==> config.mk <==
export PLATFORM = sky130hd
export DESIGN_NAME = mem_port_arbiter
export DESIGN_NICKNAME = d
export VERILOG_FILES = /design/src/rtl/mem_port_arbiter.sv
export SDC_FILE = /design/constraint.sdc
export NUM_CORES = 1
export LEC_CHECK = 0
export ABC_CLOCK_PERIOD_IN_PS = 4100
export CAP_MARGIN = 20
export CORE_MARGIN = 3
export CORE_UTILIZATION = 35
export DETAILED_ROUTE_END_ITERATION = 10
export HOLD_SLACK_MARGIN = 0.08
export PLACE_DENSITY = 0.79
export SETUP_SLACK_MARGIN = 0.2
export SLEW_MARGIN = 25
export SYNTH_ARGS = -nofsm -noshare
export SYNTH_HDL_FRONTEND = slang
export SYNTH_SLANG_ARGS = --single-unit
==> constraint.sdc <==
create_clock -name clk -period 4.1 [get_ports clk]
set_input_delay 1.025 -clock clk [delete_from_list [all_inputs] [get_ports clk]]
set_output_delay 1.025 -clock clk [all_outputs]
set_load 0.03 [all_outputs]
==> src/rtl/mem_port_arbiter.sv <==
// mem_port_arbiter: shares one single-ported memory between instruction fetch
// and load/store. It runs one transaction at a time: grant, one-cycle access,
// fixed-latency wait, then a one-cycle response to the owner.
// Optional build macro ARB_ROUND_ROBIN_EN: ties alternate between requesters
// instead of fixed data priority.
module mem_port_arbiter #(
  parameter int unsigned ADDR_WIDTH  = 32,
  parameter int unsigned DATA_WIDTH  = 32,
  parameter int unsigned MEM_LATENCY = 2
) (
  input  logic                    clk,
  input  logic                    rst,
  input  logic                    if_req,
  input  logic [ADDR_WIDTH-1:0]   if_addr,
  output logic                    if_gnt,
  output logic                    if_rvalid,
  output logic [DATA_WIDTH-1:0]   if_rdata,
  input  logic                    d_req,
  input  logic                    d_we,
  input  logic [ADDR_WIDTH-1:0]   d_addr,
  input  logic [DATA_WIDTH-1:0]   d_wdata,
  input  logic [DATA_WIDTH/8-1:0] d_be,
  output logic                    d_gnt,
  output logic                    d_rvalid,
  output logic [DATA_WIDTH-1:0]   d_rdata,
  output logic                    mem_en,
  output logic                    mem_we,
  output logic [ADDR_WIDTH-1:0]   mem_addr,
  output logic [DATA_WIDTH-1:0]   mem_wdata,
  output logic [DATA_WIDTH/8-1:0] mem_be,
  input  logic [DATA_WIDTH-1:0]   mem_rdata,
  output logic                    busy
);

  localparam int unsigned BE_W  = DATA_WIDTH / 8;
  localparam int unsigned CNT_W = 4;

  typedef enum logic [1:0] {IDLE, ACCESS, WAIT, RESP} state_t;

  state_t                 state_q;
  logic                   owner_d_q;   // 1 = data requester owns the transaction
  logic                   we_q;
  logic [ADDR_WIDTH-1:0]  addr_q;
  logic [DATA_WIDTH-1:0]  wdata_q;
  logic [BE_W-1:0]        be_q;
  logic [CNT_W-1:0]       cnt_q;
  logic [DATA_WIDTH-1:0]  rdata_q;
  logic                   mem_en_q;
  logic                   mem_we_q;
  logic                   if_rvalid_q;
  logic                   d_rvalid_q;
  logic                   busy_q;
`ifdef ARB_ROUND_ROBIN_EN
  logic                   last_d_q;    // 1 = data requester was granted last
`endif

  // Grant decode: only in IDLE, combinational from state and requests.
  always_comb begin
    if_gnt = 1'b0;
    d_gnt  = 1'b0;
    if (state_q == IDLE) begin
`ifdef ARB_ROUND_ROBIN_EN
      if (if_req && d_req) begin
        if (last_d_q) if_gnt = 1'b1;
        else          d_gnt  = 1'b1;
      end else begin
        if_gnt = if_req;
        d_gnt  = d_req;
      end
`else
      d_gnt  = d_req;
      if_gnt = if_req && !d_req;
`endif
    end
  end

  // Transaction sequencer with registered memory strobes and responses.
  always_ff @(posedge clk) begin
    if (rst) begin
      state_q     <= IDLE;
      owner_d_q   <= 1'b0;
      we_q        <= 1'b0;
      addr_q      <= '0;
      wdata_q     <= '0;
      be_q        <= '0;
      cnt_q       <= '0;
      rdata_q     <= '0;
      mem_en_q    <= 1'b0;
      mem_we_q    <= 1'b0;
      if_rvalid_q <= 1'b0;
      d_rvalid_q  <= 1'b0;
      busy_q      <= 1'b0;
`ifdef ARB_ROUND_ROBIN_EN
      last_d_q    <= 1'b1;
`endif
    end else begin
      case (state_q)
        IDLE: begin
          if (if_gnt || d_gnt) begin
            owner_d_q <= d_gnt;
            we_q      <= d_gnt && d_we;
            addr_q    <= d_gnt ? d_addr : if_addr;
            wdata_q   <= d_gnt ? d_wdata : '0;
            be_q      <= d_gnt ? d_be : '1;
            mem_en_q  <= 1'b1;
            mem_we_q  <= d_gnt && d_we;
            busy_q    <= 1'b1;
            state_q   <= ACCESS;
`ifdef ARB_ROUND_ROBIN_EN
            last_d_q  <= d_gnt;
`endif
          end
        end
        ACCESS: begin
          mem_en_q <= 1'b0;
          mem_we_q <= 1'b0;
          if (we_q) begin
            // Store: acknowledge right away with zero data.
            rdata_q     <= '0;
            if_rvalid_q <= !owner_d_q;
            d_rvalid_q  <= owner_d_q;
            state_q     <= RESP;
          end else begin
            cnt_q   <= CNT_W'(MEM_LATENCY - 1);
            state_q <= WAIT;
          end
        end
        WAIT: begin
          if (cnt_q == '0) begin
            rdata_q     <= mem_rdata;
            if_rvalid_q <= !owner_d_q;
            d_rvalid_q  <= owner_d_q;
            state_q     <= RESP;
          end else begin
            cnt_q <= cnt_q - 1'b1;
          end
        end
        RESP: begin
          if_rvalid_q <= 1'b0;
          d_rvalid_q  <= 1'b0;
          busy_q      <= 1'b0;
          state_q     <= IDLE;
        end
        default: state_q <= IDLE;
      endcase
    end
  end

  assign if_rvalid = if_rvalid_q;
  assign d_rvalid  = d_rvalid_q;
  assign if_rdata  = rdata_q;
  assign d_rdata   = rdata_q;
  assign mem_en    = mem_en_q;
  assign mem_we    = mem_we_q;
  assign mem_addr  = addr_q;
  assign mem_wdata = wdata_q;
  assign mem_be    = be_q;
  assign busy      = busy_q;

endmodule

==> results.md <==
- Status: completed
- Worst Skew: 0.00511 ns
- Worst skew pair latency: 0.40 ns
- Hold Crit Class: register to register
- Max FO, Critical Path: 4
- CTS max path bufs: 2
- Net count, final: 928
- DR iter-0 viols: 164
- Cell Chain, Critical Path: clkdlybuf4s50_1 > nand2_1 > nor2_1 > clkdlybuf4s50_1
- Global-route wire length before repair: 23.8 mm
- Rows: 43
- Via count: 4692
- DP Wirelength: 10.6 mm
- Max-cap violations: 0
- Measured slew at the worst slew-check pin: 0.719 ns
- PnR Total Power: 5.15 mW
- Net Count, Synth: 704
- Pre-CTS WS: 0.643 ns
- Num CTS Buffers: 17
- Ys async rst share: 0
- WP buf/inv: 2
- Synth Register Bits: 113
- Power density over the cells: 634 nW/um^2
- Post-CTS Setup Bufs: 0
- Via density: 4.80
- Worst VDD drop: 731 uV
- Die Span Y: 126 um
- Final Wtd Congestion: 0.808
- IO buf count: 275
- WP depth: 4
- Remaining Overflow, GRT: 0
- Top Ports: 276
- # clock sinks: 113
- Fillers: 1257
- CP max stage delay: 0.67 ns
- WL/cell: 15.3 um
- Largest net degree at the start of global routing: 68
- Leakage: 2.98 nW
- R2R depth: 6
- Reg clk slew, reported paths: 0.05 ns
- Post-cts resize count: 0
- CP required: 3.07 ns
- ANT cells: 0
- Initial antenna violation count: 0
- Slew margin rel.: 0.521
- First drt pass iteration count: 4
- Post-synthesis sequential area ratio: 0.451
- Root Buffer Master: clkbuf_16
- Hold_buf cts: 0
- Fin. max-slew vios: 0
- Die W: 126 um
- Netlist cell types: 40
- CTS tree: yes
- Final cycle utilization of the critical path: 0.842
- Critical Path End Type: primary output
- Final setup viols: 0
- Initial Util: 0.360
- Core ar.: 13900 um^2
- Crit path top cell by count: clkdlybuf4s50_1
- H-tree levels: 4
- Die area: 15800 um^2
- Post-Route Setup TNS: 0 ns
- Flop-to-flop setup slack: 1.76 ns
- Slowest-stage cell, CP: clkdlybuf4s50_1
- CP delay by family, top: buffers and inverters
- Mean post-synth cell area: 8.93 um^2
- Post-Synthesis Cells: 561
- Vias in the first global route: 4705
- Min Tclk post-route: 3.45 ns
- Most used DFF post-synth: dfxtp_1
- WP data arrival: 2.43 ns
- Hold Path Depth: 2
- Crit path kind: input pin to primary output
- GRT Total Usage: 0.187
- Routed Antenna Nets: 0
- PnR worst setup slack: 0.647 ns
- Drt total wl: 14.9 mm
- RSZ-0062 raised after global routing: no
- Peak Freq: 290 MHz
- Post-Route Utilization: 0.582
- DR DRC count: 0
- Warnings from Yosys: 0
- Synthesis-to-layout area growth: 61.9%
- Final Hold Fails: 0
- Synthesized cell area: 5010 um^2
- EDFF count, synth: 0
- Layout cell share with drive strength beyond 1: 0.0540
- Startpoint Class: input pin
[kinds of logic (layout without fill, tap and decap cells)]
group	count (synthesis)	after routing	share of synthesized area
adder cells (fa/ha/maj)	6	6	0.0150
buffers and inverters	86	322	0.0976
AO/OA/AOI/OAI	85	85	0.137
flip-flops	113	113	0.451
multiplexers	35	35	0.0701
AND/OR/NAND/NOR	236	236	0.229
[cell usage after synthesis, types with 2 or more instances]
cell type / n / share of area
dfxtp_1: 113 / 0.45
o21ai_0: 2 / 0.0020
buf_4: 32 / 0.048
a311oi_1: 32 / 0.056
nor2b_1: 4 / 0.0050
o32ai_1: 2 / 0.0035
nand3b_1: 33 / 0.049
a211oi_1: 4 / 0.0060
nand2_1: 68 / 0.051
nand4_1: 2 / 0.0025
buf_8: 3 / 0.0090
mux2i_1: 34 / 0.068
nand2b_1: 37 / 0.046
a21oi_1: 3 / 0.0030
nor3_1: 5 / 0.0050
clkbuf_1: 38 / 0.028
ha_1: 6 / 0.015
nor2_1: 80 / 0.060
or3b_1: 2 / 0.0035
inv_1: 6 / 0.0045
buf_2: 4 / 0.0040
a22oi_1: 33 / 0.049
[area by class of cell]
cell class                 instances  area (um^2)  area share
tap                              180          225      0.0278
inverter                           7         26.3     0.00324
clock buffer                      25          485      0.0598
timing repair buffer             284         2820       0.347
sequential                       113         2260       0.279
clock inverter                     6         32.5     0.00401
multi-input combinational        362         2270       0.279
[flip-flops by register name, indices dropped and copies added, names as in the netlist]
signal,cells
busy,1
cnt_q,4
d_rdata,32
d_rvalid,1
if_rvalid,1
mem_addr,32
mem_be,4
mem_en,1
mem_wdata,32
mem_we,1
owner_d_q,1
state_q,2
we_q,1
[metrics by stage]
step                      instances  cell area, um^2  hold slack [ns]
after global routing            977             8110            0.500
after CTS                       977             8110            0.480
after global placement          946             7590            0.463
after detailed placement        946             7590            0.471
final                           977             8110            0.474
after floorplan                 561             5010            0.473
[placed cells by master, fill, tap and decap left out, types with 2 or more instances in the layout]
cell	instances
nor2b_1	4
nor2_1	80
ha_1	6
mux2i_1	34
o21ai_0	2
a22oi_1	33
clkbuf_8	3
dfxtp_1	113
nand2b_1	37
nand3b_1	33
clkbuf_1	5
nand4_1	2
a21oi_1	3
a311oi_1	32
or3b_1	2
nor3_1	5
clkdlybuf4s50_1	273
clkinv_2	5
a211oi_1	4
buf_4	11
inv_1	6
o32ai_1	2
clkbuf_16	17
nand2_1	68
[worst min-delay path: cells and delay by family, from the launching register on]
family           cells  cell delay [ns]
muxes                1             0.06
and+or+nand+nor      1             0.06
DFF                  1             0.30
[per-layer routing]
metal | up-vias | track usage | part of all wire
met4 | 0 | 0.0969 | 0.036
li1 | 2363 | - | -
met5 | - | 0 | 0
met3 | 37 | 0.0763 | 0.084
met1 | 2101 | 0.218 | 0.42
met2 | 191 | 0.295 | 0.46
[worst paths after layout]
path                                               from                       end
worst max-delay path                             if_req                    if_gnt
worst min-delay path              d_rvalid$_SDFFE_PP0P_     d_rvalid$_SDFFE_PP0P_
worst max register to register  state_q[0]$_SDFFE_PP0P_  d_rdata[15]$_SDFFE_PP0P_
worst min register to register    d_rvalid$_SDFFE_PP0P_     d_rvalid$_SDFFE_PP0P_
[report_power, final]
group	total, mW	switching (mW)	internal, mW
Clock	1.29	0.481	0.810
Sequential	1.49	0.141	1.35
Combinational	2.37	1.40	0.970
Total	5.15	2.02	3.12
Power figures use the tool's default switching activity.
==> patch (same settings) <==
Build with the macro `ARB_ROUND_ROBIN_EN` defined.
--- a/src/rtl/mem_port_arbiter.sv
+++ b/src/rtl/mem_port_arbiter.sv
@@ -5,2 +5,4 @@
 // instead of fixed data priority.
+`define ARB_ROUND_ROBIN_EN
+
 module mem_port_arbiter #(
Function: changed (Yosys sat finds a counterexample within 4 cycles, from zero or initial values and one cycle with rst high).
==> patch against the original RTL <==
- total power fell by 3.7%
- sequential cell count increased by 1
- area after synthesis decreased by 8.6%
- routed wire length is 5.6% higher
- setup slack lost 0.23 ns
- count of clock-buffer cells in the layout is the same
- final area down 4.6%
- first-iteration DRC count increased by 54%
- critical endpoint unchanged
==> patch: results (changes against the original RTL) <==
[outcome]
status=completed  ; unchanged

[route]
dr.pass1.iters=5  ; was 4
vias=4640  ; was 4692
wl_met1_um=5680  ; was 6280 um
wl_per_cell_um=17.3  ; was 15.3 um
drc=0  ; unchanged
drt_iter0_drc=252  ; was 164
met3WireLength_um=1760  ; was 1260 um
wl_met2_um=7910  ; was 6870 um

[synthesis]
synth_mux_area_frac=0.00219  ; was 0.0701
synthTopCellsByCount=dfxtp_1 (114), a22oi_1 (65), nor2_1 (53), nand2_1 (39), a21oi_1 (37)  ; was dfxtp_1 (113), nor2_1 (80), nand2_1 (68), clkbuf_1 (38), nand2b_1 (37)
synth_top_family_by_area=compound AO/OA/AOI/OAI gates  ; was simple AND/OR/NAND/NOR gates
ys_warn_count=0  ; unchanged
syn-num-nets=641  ; was 704
synthArstFlopShare=0  ; unchanged
synthFlopType=dfxtp_1  ; unchanged
synth_xor_area_frac=0.00383  ; was 0
synth_fa_ha_area_frac=0.0164  ; was 0.0150
seq_area_frac_synth=0.498  ; was 0.451
synth_area_leaders=dfxtp_1 (50%), a22oi_1 (11%), o2bb2ai_1 (5.9%), buf_4 (5.7%), nor2_1 (4.3%)  ; was dfxtp_1 (45%), mux2i_1 (6.8%), nor2_1 (6.0%), a311oi_1 (5.6%), nand2_1 (5.1%)
synth_compound_area_frac=0.237  ; was 0.137
synth_cell_type_count=39  ; was 40

[pwr]
peakVddDrop_v=0.000347  ; was 0.000731 V
leakagePower_uw=0.00274  ; was 0.00298 uW

[worst_hold_path]
hold_path_class=flip-flop to flip-flop  ; unchanged

[cells_and_area]
fillers=1101  ; was 1257
drive_above_1_share=0.0634  ; was 0.0540
fin_nets=872  ; was 928

[setup_path]
cp.arrival_ns=2.66  ; was 2.43 ns
slowest_delay_ns=0.66
crit_fanout=3  ; was 4

[sta]
worst_slew_pin_slew_ns=0.707  ; was 0.719 ns
fin_worst_skew_ns=0.00572  ; was 0.00511 ns

[clock_network]
cts_resized=0  ; unchanged
clk_path_buf_depth=2  ; unchanged
cts_setup_buffers=0  ; unchanged
insertion_delay_ns=0.40  ; about the same

[global_routing]
antenna_found_initial=0  ; unchanged
grt_start_max_net_pins=67  ; was 68
track_usage=0.214  ; was 0.187
grt_pass1_wl_um=24500  ; was 23800 um
grt_pass1_vias=4871  ; was 4705

[placement]
placed_area_um2=7200  ; was 7590 um2
gp_routability_congestion=0.767  ; was 0.808
dp_hpwl_um=11500  ; was 10600 um

## patch: cells by family after synthesis
family	Yosys count
buffers and inverters	80
xor gates and xnor gates	2
and+or+nand+nor	145
DFF	114
muxes	1
adders and majority gates	6
AOI/OAI and AO/OA	150
## patch: through the flow
step	std cells	worst slack [ns]	utilization	total power (uW)
2_1_floorplan	498	1.29	-	2880
3_3_place_gp	881	0.443	0.565	3530
3_5_place_dp	882	0.414	0.566	3630
4_1_cts	913	0.402	0.608	5000
5_1_grt	913	0.367	0.608	5220
6_report	913	0.415	0.608	4960
## patch: per-layer routing
| layer | up-vias | track usage |
|---|---|---|
| met5 | - | 0 |
| met4 | 0 | 0.0899 |
| met3 | 34 | 0.0954 |
| met2 | 233 | 0.383 |
| met1 | 2158 | 0.215 |
| li1 | 2215 | - |
## patch: worst paths after layout
path         slack, ns           end  cells past startpoint  startpoint
min reg2reg       0.46        mem_we                      2      mem_we
max reg2reg       1.68  mem_addr[11]                      8  state_q[0]
min               0.46        mem_we                      2      mem_we
max               0.41        if_gnt                      5       d_req
## patch: area by class of cell
| type | count | area share |
|---|---|---|
| timing repair buffer | 285 | 0.365 |
| sequential | 114 | 0.295 |
| multi-input combinational | 304 | 0.239 |
| clock buffer | 25 | 0.0627 |
| tap | 172 | 0.0278 |
| clock inverter | 6 | 0.00711 |
| inverter | 7 | 0.00339 |
## patch: power by group
group | internal, uW | switching [uW]
registers | 1330 | 144
clock network | 871 | 472
logic | 845 | 1300
## patch: worst reg2reg max path, delay by kind of cell (launching register included)
family | cells | cell delay (ns)
buf+inv | 4 | 1.01
simple gates | 1 | 0.25
compound gates | 2 | 0.47
flops | 1 | 0.36
fa+ha+maj | 1 | 0.27
